===== src/rtl/snd_pkg.sv =====
// Shared types and constants for the stochastic-number decoder.
package snd_pkg;

    // Conversion FSM states.
    typedef enum logic [1:0] {
        StIdle = 2'd0,
        StWait = 2'd1,
        StAcc  = 2'd2,
        StDone = 2'd3
    } snd_state_e;

    // Default stream window and start delay.
    localparam int unsigned SND_STREAM_LEN_DEF = 16;
    localparam int unsigned SND_START_DLY_DEF  = 0;
    localparam int unsigned SND_OUT_W_DEF      = 4;

    // Ones counter must hold every value from 0 to len inclusive.
    function automatic int unsigned ones_cnt_width(input int unsigned len);
        return $clog2(len + 1);
    endfunction

endpackage


===== src/rtl/snd_ones_counter.sv =====
// Ones counter for the stochastic decoder, plus the output clamp.
// Build option: SND_SATURATE_EN clamps the output at 2^OUT_W-1; otherwise
// the output is the count modulo 2^OUT_W.
module snd_ones_counter
    import snd_pkg::*;
#(
    parameter int unsigned CNT_W = ones_cnt_width(SND_STREAM_LEN_DEF),
    parameter int unsigned OUT_W = SND_OUT_W_DEF
) (
    input  logic             i_clk_snd,
    input  logic             i_rst_snd,
    input  logic             i_clr,
    input  logic             i_en,
    input  logic             i_bit,
    output logic [OUT_W-1:0] o_x_bn
);

    localparam logic [31:0] MaxOut = (32'd1 << OUT_W) - 32'd1;

    logic [CNT_W-1:0] ones_q;
    logic [31:0]      ones_ext;

    // Count sampled ones; clear takes priority over counting.
    always_ff @(posedge i_clk_snd) begin
        if (i_rst_snd) begin
            ones_q <= '0;
        end else if (i_clr) begin
            ones_q <= '0;
        end else if (i_en && i_bit) begin
            ones_q <= ones_q + 1'b1;
        end
    end

    // Map the count onto the output width.
    always_comb begin
        ones_ext = 32'(ones_q);
`ifdef SND_SATURATE_EN
        if (ones_ext > MaxOut) begin
            o_x_bn = OUT_W'(MaxOut);
        end else begin
            o_x_bn = OUT_W'(ones_ext);
        end
`else
        o_x_bn = OUT_W'(ones_ext);
`endif
    end

endmodule


===== src/rtl/sn_decoder.sv =====
// Stochastic-to-binary converter: counts ones over a fixed window of stream
// slots and hands the result to a consumer with a valid/ready handshake.
// Build option: SND_SATURATE_EN selects a saturating output clamp (see
// snd_ones_counter); FSM and timing are the same in both builds.
module sn_decoder
    import snd_pkg::*;
#(
    parameter int unsigned STREAM_LEN = SND_STREAM_LEN_DEF,
    parameter int unsigned START_DLY  = SND_START_DLY_DEF,
    parameter int unsigned OUT_W      = SND_OUT_W_DEF
) (
    input  logic             i_clk_snd,
    input  logic             i_rst_snd,
    input  logic             i_start_snd,
    input  logic             i_stop_snd,
    input  logic             i_sn_bit,
    input  logic             i_ready_snd,
    output logic [OUT_W-1:0] o_x_bn,
    output logic             o_valid_snd,
    output logic             o_busy_snd,
    output logic             o_trunc_snd
);

    localparam int unsigned CNT_W  = ones_cnt_width(STREAM_LEN);
    localparam int unsigned SLOT_W = $clog2(STREAM_LEN);
    localparam int unsigned DLY_W  = 4;

    localparam logic [SLOT_W-1:0] SlotLast = SLOT_W'(STREAM_LEN - 1);
    localparam logic [DLY_W-1:0]  DlyLast  = DLY_W'((START_DLY > 0) ? START_DLY - 1 : 0);

    snd_state_e        state_q, state_d;
    logic [SLOT_W-1:0] slot_q, slot_d;
    logic [DLY_W-1:0]  dly_q, dly_d;
    logic              trunc_q, trunc_d;
    logic              cnt_clr;
    logic              cnt_en;

    // State, slot counter, delay counter and truncation flag.
    always_ff @(posedge i_clk_snd) begin
        if (i_rst_snd) begin
            state_q <= StIdle;
            slot_q  <= '0;
            dly_q   <= '0;
            trunc_q <= 1'b0;
        end else begin
            state_q <= state_d;
            slot_q  <= slot_d;
            dly_q   <= dly_d;
            trunc_q <= trunc_d;
        end
    end

    // Next-state logic and ones-counter control.
    always_comb begin
        state_d = state_q;
        slot_d  = slot_q;
        dly_d   = dly_q;
        trunc_d = trunc_q;
        cnt_clr = 1'b0;
        cnt_en  = 1'b0;
        unique case (state_q)
            StIdle: begin
                // A stop arriving with the start is simply ignored here.
                if (i_start_snd) begin
                    cnt_clr = 1'b1;
                    slot_d  = '0;
                    dly_d   = '0;
                    trunc_d = 1'b0;
                    state_d = (START_DLY > 0) ? StWait : StAcc;
                end
            end
            StWait: begin
                if (i_stop_snd) begin
                    trunc_d = 1'b1;
                    state_d = StDone;
                end else if (dly_q == DlyLast) begin
                    state_d = StAcc;
                end else begin
                    dly_d = dly_q + 1'b1;
                end
            end
            StAcc: begin
                // The bit present in the stop cycle is not sampled.
                if (i_stop_snd) begin
                    trunc_d = 1'b1;
                    state_d = StDone;
                end else begin
                    cnt_en = 1'b1;
                    slot_d = slot_q + 1'b1;
                    if (slot_q == SlotLast) begin
                        state_d = StDone;
                    end
                end
            end
            StDone: begin
                // Start requests here are dropped; no auto-restart.
                if (i_ready_snd) begin
                    state_d = StIdle;
                end
            end
            default: begin
                state_d = StIdle;
            end
        endcase
    end

    // Status outputs decoded from registered state.
    always_comb begin
        o_valid_snd = (state_q == StDone);
        o_busy_snd  = (state_q == StWait) || (state_q == StAcc);
        o_trunc_snd = trunc_q && (state_q == StDone);
    end

    snd_ones_counter #(
        .CNT_W (CNT_W),
        .OUT_W (OUT_W)
    ) u_ones_counter (
        .i_clk_snd (i_clk_snd),
        .i_rst_snd (i_rst_snd),
        .i_clr     (cnt_clr),
        .i_en      (cnt_en),
        .i_bit     (i_sn_bit),
        .o_x_bn    (o_x_bn)
    );

endmodule

===== config.mk =====
export PLATFORM = sky130hd
export DESIGN_NAME = sn_decoder
export DESIGN_NICKNAME = d
export VERILOG_FILES = /design/src/rtl/snd_pkg.sv /design/src/rtl/snd_ones_counter.sv /design/src/rtl/sn_decoder.sv
export SDC_FILE = /design/constraint.sdc
export NUM_CORES = 1
export LEC_CHECK = 0
export BUFFER_PORTS_ARGS = -buffer_cell sky130_fd_sc_hd__buf_4
export CORE_MARGIN = 10
export CORE_UTILIZATION = 49
export DETAILED_ROUTE_END_ITERATION = 8
export PLACE_DENSITY = 0.75
export SYNTH_ARGS = -nofsm -noshare
export SYNTH_HDL_FRONTEND = slang
export SYNTH_HIERARCHICAL = 1
export SYNTH_SLANG_ARGS = --single-unit

===== constraint.sdc =====
create_clock -name i_clk_snd -period 1.7 [get_ports i_clk_snd]
set_input_delay 0.17 -clock i_clk_snd [delete_from_list [all_inputs] [get_ports i_clk_snd]]
set_output_delay 0.17 -clock i_clk_snd [all_outputs]
set_load 0.02 [all_outputs]

==> results of run 1 <==
[cell type report]
class	instances	area (µm²)
clock buffer	4	26.3
fill	157	567
inverter	7	26.3
multi-input combinational	82	596
sequential	15	304
tap	25	31.3
timing repair buffer	26	195
[critical path, cell delays in order, from the launching register on]
cell     delay [ns]
dfxtp_2        0.34
inv_1          0.07
ha_1           0.16
nor3b_4        0.25
nor3b_2        0.09
or4_1          0.53
a21oi_1        0.16
[cells in the mapped netlist (all sizes together) (2+ instances only)]
master / count
nand3: 5
nor2b: 3
o21ai: 7
and2: 4
nand2b: 2
dfxtp: 15
ha: 8
nand2: 8
nor2: 6
a21oi: 6
inv: 7
xor2: 4
nor3b: 3
nor3: 6
nor4: 2
[power by group through the flow]
stage | Combinational (mW) | Clock (mW) | Sequential, mW
6_report | 0.257 | 0.212 | 0.378
2_1_floorplan | 0.138 | 0 | 0.384
4_1_cts | 0.237 | 0.216 | 0.376
3_3_place_gp | 0.230 | 0 | 0.383
3_5_place_dp | 0.236 | 0 | 0.384
5_1_grt | 0.284 | 0.237 | 0.380
[state kept, by name, indices dropped and copies added (netlist names)]
signal	count
trunc_q	1
dly_q	4
state_q	2
u_ones_counter/ones_q	4
slot_q	4
[cell families after synthesis]
| group | count (synthesis) |
|---|---|
| AOI/OAI and AO/OA | 25 |
| buffers and inverters | 9 |
| xor gates and xnor gates | 4 |
| DFF | 15 |
| muxes | 1 |
| adders and majority gates | 8 |
| and+or+nand+nor | 44 |
[final timing paths]
kind	startpoint	end	slack, ns	depth (start not counted)
setup reg to reg	dly_q[1]	state_q[0]	0.04	6
hold / removal	i_rst_snd	u_ones_counter/ones_q[3]	0.17	2
setup / recovery	dly_q[1]	state_q[0]	0.04	6
hold reg to reg	slot_q[1]	slot_q[1]	0.48	2
[per-layer routing]
| layer | routed length, µm | vias up | global-route usage (%) |
|---|---|---|---|
| met5 | 0 | - | 0 |
| met4 | 0 | 0 | 2.46 |
| met1 | 1020 | 393 | 14.0 |
| met3 | 184 | 0 | 3.18 |
| met2 | 978 | 36 | 16.9 |
| li1 | - | 434 | - |
[repair_timing]
action / 4_1_cts / 5_1_grt
resized for setup: 1 / 9
endpoints found under the setup margin: 2 / 6
setup buffers: 1 / 0
==> results.sh, run 1 <==
export IMPL_synthSimpleGateAreaFrac_pct=28.0
export IMPL_dp_cells=154
export IMPL_num_vias=863
export IMPL_syn_cell_area_um2=915
export IMPL_hpwlAfterDp_um=1620
export IMPL_htree_levels=1
export IMPL_critPathCaptureType="flop"
export IMPL_switching_share_pct=31.9
export IMPL_num_rows=15
export IMPL_route_detailed_drc=0
export IMPL_critical_path_startpoint_type="flop"
export IMPL_yosysSeqAreaShare_pct=32.8
export IMPL_first_pass_iters=4
export IMPL_synth_seq_cells=15
export IMPL_die_h_um=63.2
export IMPL_area_growth_pct=28.9
export IMPL_cts_hold_buf=0
export IMPL_final_common_cell="buf_4"
export IMPL_drive_gt1_share_pct=31.3
export IMPL_worstPathArrival_ns=1.88
export IMPL_numPortBuffers=12
export IMPL_instances_no_fill=159
export IMPL_synthMuxAreaShare_pct=1.09
export IMPL_synth_distinct_cells=39
export IMPL_wirelength_um=2190
export IMPL_comb_power_share_pct=30.3
export IMPL_synth_ff_type="dfxtp_1"
export IMPL_drt_iter0_drc=29
export IMPL_maxSlewViolCount=0
export IMPL_yosys_area_top_type_share_pct=32.8
export IMPL_crit_type="reg2reg"
export IMPL_fin_util_pct=67.5
export IMPL_rsz0062_at_grt="true"
export IMPL_p_sw_mw=0.270
export IMPL_start_util_pct=52.4
export IMPL_pin_count=13
export IMPL_worst_slew_pin_slew_ns=0.345
export IMPL_grt_max_degree=17
export IMPL_cts_made_buffers=3
export IMPL_peakVddDrop_v=0.000416
export IMPL_period_share_pct=97.9
export IMPL_hold_slack_ns=0.172
export IMPL_core_area_um2=1750
export IMPL_synth_top_area_cell="dfxtp_1"
export IMPL_synth_edf_count=0
export IMPL_place_ws_ns=0.00969
export IMPL_skew_ns=0.00339
export IMPL_final_cell_mix="buf_4, dfxtp_1, nand2_1, ha_1"
export IMPL_cts_sinks=15
export IMPL_yosys_area_share_adder_pct=10.9
export IMPL_grt_ovfl_total=0
export IMPL_status="finished clean"
export IMPL_antenna_found_initial=0
export IMPL_grt_pass1_vias=823
export IMPL_grt_pass1_wl_um=3660
export IMPL_dpl_cell_area_um2=1110
export IMPL_p_leak_nw=0.503
export IMPL_cts_tree="done"
export IMPL_worstSkewPairLatency_ns=0.28
export IMPL_power_density_nw_per_um2=718
export IMPL_routedWlPerCell_um=13.7
export IMPL_cts_buffer_depth=2
export IMPL_fin_ws_ns=0.0358
export IMPL_dieWidth_um=63.2
export IMPL_slew_limit_headroom_pct=76.8
export IMPL_place_congestion=0.751
export IMPL_avgViaCountPerCell=5.43
export IMPL_synth_area_leaders="dfxtp_1, ha_1, xor2_1"
export IMPL_p_int_mw=0.576
export IMPL_synth_cells=106
export IMPL_worstHoldPathType="in2reg"
export IMPL_path_clk_slew_ns=0.10
export IMPL_maxCapViolations=0
export IMPL_pwr_share_seq_pct=44.6
export IMPL_cp_max_fo=3
export IMPL_ant_nets=0
export IMPL_timing_final_hold_violations=0
export IMPL_async_flop_share_pct=0
export IMPL_setup_tns_ns=0
export IMPL_fp_dieArea_um2=3990
export IMPL_min_period_ns=1.66
export IMPL_num_antenna_cells=0
export IMPL_pwr_share_clk_pct=25.1
export IMPL_finalNetCount=149
export IMPL_fmax_mhz=601
export IMPL_critPathRequiredTime_ns=1.91
export IMPL_setup_viol=0
export IMPL_yosysWarnings=6
export IMPL_yosys_area_share_xor_xnor_pct=3.83
export IMPL_syn_avg_cell_area_um2=8.63
export IMPL_total_power_mw=0.846
export IMPL_grt_usage_pct=10.8
export IMPL_synth_top_family_by_area="simple AND/OR/NAND/NOR gates"
export IMPL_synth_compound_area_share_pct=18.2
export IMPL_synth_fp_nets=120
export IMPL_root_buffer="clkbuf_4"
export IMPL_final_cell_area_um2=1180
(Power assumes the default switching activity.)
==> run 2: changes to the inputs <==
--- a/config.mk
+++ b/config.mk
@@ -10,6 +10,7 @@
 export CORE_UTILIZATION = 49
 export DETAILED_ROUTE_END_ITERATION = 8
 export PLACE_DENSITY = 0.75
+export RECOVER_POWER = 50
 export SYNTH_ARGS = -nofsm -noshare
 export SYNTH_HDL_FRONTEND = slang
 export SYNTH_HIERARCHICAL = 1
==> run 2 against run 1 <==
Against the previous run:
- clock skew increased by 0.0011 ns
- cell count unchanged
- setup slack got worse by 0.0078 ns
- clock-buffer cell count unchanged
- worst hold slack got worse by 0.00054 ns
- critical path type unchanged
- combinational power about the same
- register-to-register slack about the same
- sequential cell count unchanged
- routed wire length about the same
- non-clock buffer count unchanged
==> results.sh, run 2 (same netlist as run 1, synthesis figures left out) <==
export IMPL_p_leak_nw=0.486
export IMPL_path_clk_slew_ns=0.10
export IMPL_grt_max_degree=17
export IMPL_grt_ovfl_total=0
export IMPL_dr_wl_met2_um=972
export IMPL_core_area_um2=1750
export IMPL_crit_type="reg2reg"
export IMPL_worst_slew_pin_slew_ns=0.345
export IMPL_timing_final_hold_violations=0
export IMPL_peakVddDrop_v=0.000415
export IMPL_reg2reg_from="dly_q[1]"
export IMPL_rsz0062_at_grt="true"
export IMPL_htree_levels=1
export IMPL_setup_viol=0
export IMPL_first_pass_iters=4
export IMPL_wirelength_um=2180
export IMPL_worstSkewPairLatency_ns=0.28
export IMPL_reg2reg_to="state_q[0]"
export IMPL_fp_dieArea_um2=3990
export IMPL_dieWidth_um=63.2
export IMPL_hpwlAfterDp_um=1620
export IMPL_start_util_pct=52.4
export IMPL_routedWlPerCell_um=13.7
export IMPL_numPortBuffers=12
export IMPL_reg2reg_slack_ns=0.03
export IMPL_fmax_mhz=598
export IMPL_cts_hold_buf=0
export IMPL_wl_met3_um=174
export IMPL_maxSlewViolCount=0
export IMPL_cts_tree="done"
export IMPL_grt_pass1_wl_um=3660
export IMPL_place_congestion=0.751
export IMPL_reg2reg_depth=6
export IMPL_cts_made_buffers=3
export IMPL_final_cell_mix="buf_4, dfxtp_1, nand2_1, ha_1"
export IMPL_cts_sinks=15
export IMPL_worstHoldPathType="in2reg"
export IMPL_skew_ns=0.00449
export IMPL_cts_buffer_depth=2
export IMPL_setup_tns_ns=0
export IMPL_status="finished clean"
export IMPL_top_regs="dly_q x4, slot_q x4, u_ones_counter/ones_q x4"
export IMPL_maxCapViolations=0
export IMPL_instances_no_fill=159
export IMPL_holdPathEnd="u_ones_counter/ones_q[3]"
export IMPL_grt_pass1_vias=823
export IMPL_finalNetCount=149
export IMPL_hold_depth=2
export IMPL_num_rows=15
export IMPL_worstPathArrival_ns=1.89
export IMPL_wl_met1_um=1030
export IMPL_highest_layer="met4"
export IMPL_power_density_nw_per_um2=727
export IMPL_critPathRequiredTime_ns=1.91
export IMPL_grt_usage_pct=10.8
export IMPL_dp_cells=154
export IMPL_critPathCaptureType="flop"
export IMPL_period_share_pct=98.4
export IMPL_die_h_um=63.2
export IMPL_drt_iter0_drc=29
export IMPL_drive_gt1_share_pct=28.4
export IMPL_worstHoldStart="i_rst_snd"
export IMPL_area_growth_pct=27.2
export IMPL_cp_max_fo=3
export IMPL_antenna_found_initial=0
export IMPL_slew_limit_headroom_pct=76.8
export IMPL_pin_count=13
export IMPL_ant_nets=0
export IMPL_route_detailed_drc=0
export IMPL_num_antenna_cells=0
export IMPL_avgViaCountPerCell=5.46
export IMPL_critical_path_startpoint_type="flop"
export IMPL_fillCellCount=161
export IMPL_root_buffer="clkbuf_4"
export IMPL_final_common_cell="buf_4"
export IMPL_min_period_ns=1.67
export IMPL_num_vias=868
-- run 2: cell types whose count changed in the layout (fill, tap and decap cells not counted), sizes merged --
cell / previous run / this run
clkbuf: 4 / 8
buf: 26 / 22
-- run 2: how the worst max path moves through the flow --
stage | startpoint | to | cells after the start
2_1_floorplan | state_q[0] | state_q[0] | 6
3_3_place_gp | dly_q[1] | state_q[0] | 7
3_5_place_dp | state_q[1] | slot_q[3] | 6
4_1_cts | state_q[0] | state_q[0] | 7
5_1_grt | dly_q[1] | state_q[0] | 6
6_report | dly_q[1] | state_q[0] | 6
-- run 2: critical path, cell delays in order, from the launching register on --
cell and delay [ns]:
dfxtp_2 0.34, inv_1 0.07, ha_1 0.16, nor3b_4 0.25, nor3b_2 0.09, or4_1 0.53
a21oi_1 0.16
-- run 2: through the flow --
step                      cell area (µm²)  worst slack, ns  hold slack [ns]  util [%]  power, mW
final                                1160           0.0280            0.172      66.7      0.846
after global routing                 1160         -0.00765            0.175      66.7      0.899
after CTS                            1150           0.0212            0.164      65.8      0.829
after detailed placement             1110          0.00969            0.472      63.8      0.619
after global placement               1110           0.0485            0.464      63.8      0.614
after floorplan                       915           0.0119            0.235         -      0.522
-- run 2: what timing repair did --
| action | 4_1_cts | 5_1_grt |
|---|---|---|
| resized for setup | 1 | 9 |
| cloned | 0 | 0 |
| setup buffers | 1 | 0 |
| endpoints found under the setup margin | 2 | 6 |
-- run 2: area by class of cell --
class | count | area [µm²] | area share, %
Clock buffer | 4 | 26.3 | 2.26
Inverter | 7 | 26.3 | 2.26
Multi-Input combinational cell | 82 | 596 | 51.2
Sequential cell | 15 | 304 | 26.1
Tap cell | 25 | 31.3 | 2.69
Timing Repair Buffer | 26 | 180 | 15.5
-- run 2: report_power, final --
group          switching [mW]  internal [mW]
logic                   0.136          0.118
clock network           0.122         0.0911
registers              0.0120          0.366
total                   0.270          0.575
-- run 2: layer usage --
layer | track usage [%] | up-vias
met1 | 14.0 | 391
met5 | 0 | -
met3 | 3.18 | 2
met4 | 2.46 | 0
met2 | 16.9 | 41
li1 | - | 434
==> run 3: changes to the inputs <==
--- a/config.mk
+++ b/config.mk
@@ -13,5 +13,4 @@
 export RECOVER_POWER = 50
 export SYNTH_ARGS = -nofsm -noshare
 export SYNTH_HDL_FRONTEND = slang
-export SYNTH_HIERARCHICAL = 1
 export SYNTH_SLANG_ARGS = --single-unit
==> run 3 against run 2 <==
Against the previous run:
- the flow now finishes with violations (negative setup slack)
- synthesized cell count is 1.9% lower
- via count shrank 4.7%
- register-to-register slack lost 0.04 ns
- sequential share of layout area up 0.81 points
- combinational power is 5% higher
- critical path type unchanged
==> results.sh, run 3 <==
export IMPL_status="finished with violations"
export IMPL_violations="negative setup slack"
export IMPL_grt_pass1_wl_um=3570
export IMPL_grt_pass1_vias=820
export IMPL_pwr_share_seq_pct=44.3
export IMPL_holdPathEnd="state_q[0]"
export IMPL_async_flop_share_pct=0
export IMPL_routedWlPerCell_um=13.5
export IMPL_period_share_pct=101
export IMPL_start_util_pct=51.2
export IMPL_worst_slew_pin_slew_ns=0.291
export IMPL_pin_count=13
export IMPL_peakVddDrop_v=0.000451
export IMPL_fp_dieArea_um2=3900
export IMPL_timing_final_hold_violations=0
export IMPL_first_pass_iters=4
export IMPL_ant_nets=0
export IMPL_cts_tree="done"
export IMPL_rsz0062_at_grt="true"
export IMPL_fillCellCount=140
export IMPL_synth_cells=104
export IMPL_die_h_um=62.5
export IMPL_comb_power_share_pct=31.2
export IMPL_drive_gt1_share_pct=29.7
export IMPL_wirelength_um=2060
export IMPL_synth_edf_count=0
export IMPL_grt_ovfl_total=0
export IMPL_yosysMostFrequentCell="dfxtp_1"
export IMPL_syn_avg_cell_area_um2=8.49
export IMPL_dieWidth_um=62.5
export IMPL_yosys_area_top_type_share_pct=34.0
export IMPL_pwr_share_clk_pct=24.5
export IMPL_top_regs="dly_q x4, slot_q x4, u_ones_counter.ones_q x4"
export IMPL_fin_ws_ns=-0.0145
export IMPL_dpl_cell_area_um2=1070
export IMPL_seqCellArea_um2=309
export IMPL_htree_levels=1
export IMPL_worstHoldPathType="in2reg"
export IMPL_final_cell_area_um2=1150
export IMPL_switching_share_pct=32.5
export IMPL_reg2reg_from="state_q[0]"
export IMPL_synth_area_leaders="dfxtp_1, ha_1, a21oi_1"
export IMPL_cts_made_buffers=3
export IMPL_final_common_cell="buf_4"
export IMPL_synthTopCellsByCount="dfxtp_1, a21oi_1, ha_1, nand3_1, inv_1"
export IMPL_p_sw_mw=0.281
export IMPL_reg2reg_slack_ns=-0.01
export IMPL_cts_buffer_depth=2
export IMPL_grt_usage_pct=10.9
export IMPL_multiInputGateArea_um2=602
export IMPL_antenna_found_initial=0
export IMPL_reg2reg_depth=6
export IMPL_hold_slack_ns=0.122
export IMPL_hold_depth=2
export IMPL_hpwlAfterDp_um=1610
export IMPL_drt_iter0_drc=24
export IMPL_grt_max_degree=13
export IMPL_numPortBuffers=12
export IMPL_synth_ff_type="dfxtp_1"
export IMPL_setup_tns_ns=-0.0145
export IMPL_critical_path_startpoint_type="flop"
export IMPL_synth_fp_nets=118
export IMPL_place_ws_ns=-0.0527
export IMPL_avgViaCountPerCell=5.41
export IMPL_path_clk_slew_ns=0.09
export IMPL_yosysSeqAreaShare_pct=34.0
export IMPL_setup_viol=1
export IMPL_skew_ns=0.00424
export IMPL_worstSkewPairLatency_ns=0.29
export IMPL_root_buffer="clkbuf_4"
export IMPL_cts_sinks=15
export IMPL_place_congestion=0.756
export IMPL_maxCapViolations=0
export IMPL_synth_distinct_cells=34
export IMPL_reg2reg_to="state_q[0]"
export IMPL_crit_type="reg2reg"
export IMPL_finalNetCount=143
export IMPL_synth_top_area_cell="dfxtp_1"
export IMPL_p_int_mw=0.583
export IMPL_critPathCaptureType="flop"
export IMPL_yosysWarnings=0
export IMPL_area_growth_pct=29.9
export IMPL_p_leak_nw=0.450
export IMPL_maxSlewViolCount=0
export IMPL_worstHoldStart="i_rst_snd"
export IMPL_cp_max_fo=4
export IMPL_fmax_mhz=583
export IMPL_slew_limit_headroom_pct=80.4
export IMPL_min_period_ns=1.71
export IMPL_route_detailed_drc=0
export IMPL_num_vias=827
export IMPL_final_cell_mix="buf_4, dfxtp_1, a21oi_1"
export IMPL_syn_cell_area_um2=883
export IMPL_num_antenna_cells=0
export IMPL_power_density_nw_per_um2=754
export IMPL_synth_seq_cells=15
export IMPL_num_rows=15
export IMPL_core_area_um2=1730
export IMPL_critPathRequiredTime_ns=1.92
export IMPL_worstPathArrival_ns=1.94
[run 3: timing repair]
action | CTS | global route
pin swaps | 0 | 4
setup endpoints to repair | 2 | 4
gates resized for setup | 2 | 11
setup buffers | 1 | 1
hold buffers | 0 | 0
gates cloned | 0 | 0
[run 3: cell families (layout without fill, tap and decap cells)]
kind of cell / Yosys count / count (layout) / share of synthesized area, %
AO/OA/AOI/OAI: 25 / 25 / 17.4
XOR/XNOR: 4 / 4 / 3.97
adder cells (fa/ha/maj): 8 / 8 / 11.3
flip-flops: 15 / 15 / 34.0
AND/OR/NAND/NOR: 43 / 43 / 28.6
buffers and inverters: 9 / 33 / 4.67
[run 3: routing by layer]
metal | vias to the layer above | part of all wire (%) | track usage (%)
met5 | - | 0 | 0
met4 | 0 | 0.92 | 5.03
met3 | 4 | 3.6 | 2.69
met2 | 15 | 51 | 19.0
met1 | 389 | 45 | 12.2
li1 | 419 | - | -
[run 3: final cells by class]
cell class	instances	area share, %
clock buffers	3	1.96
repair buffers	22	12.8
clock inverters	1	0.436
inverters	7	2.73
multi-input cells	80	52.5
flip-flops and latches	15	26.9
well taps	25	2.73
[run 3: power by group through the flow]
| stage | sequential, mW | clock [mW] | combinational [mW] |
|---|---|---|---|
| after floorplan | 0.388 | 0 | 0.178 |
| after global placement | 0.388 | 0 | 0.245 |
| after detailed placement | 0.389 | 0 | 0.253 |
| after CTS | 0.380 | 0.216 | 0.259 |
| after global routing | 0.385 | 0.230 | 0.299 |
| final | 0.383 | 0.212 | 0.269 |
[run 3: worst max-delay path: stages (launching register included)]
cell	delay, ns
dfxtp_4	0.38
inv_4	0.04
ha_2	0.18
nor2b_1	0.14
a221o_2	0.36
or4_1	0.40
a21oi_1	0.15
[run 3: through the flow]
step | instances | utilization (%) | total power [mW]
2_1_floorplan | 104 | - | 0.566
4_1_cts | 152 | 64.3 | 0.855
3_5_place_dp | 147 | 61.8 | 0.642
6_report | 153 | 66.4 | 0.865
5_1_grt | 153 | 66.4 | 0.915
3_3_place_gp | 147 | 61.8 | 0.633
[run 3: how the worst max path moves through the flow]
stage	cells past startpoint	start	slack, ns	end
after floorplan	7	state_q[0]	-0.03	dly_q[3]
after global placement	6	state_q[0]	0.02	state_q[0]
after detailed placement	6	dly_q[0]	-0.05	state_q[0]
after CTS	6	state_q[0]	-0.005	state_q[0]
after global routing	6	state_q[0]	-0.04	state_q[0]
final	6	state_q[0]	-0.01	state_q[0]
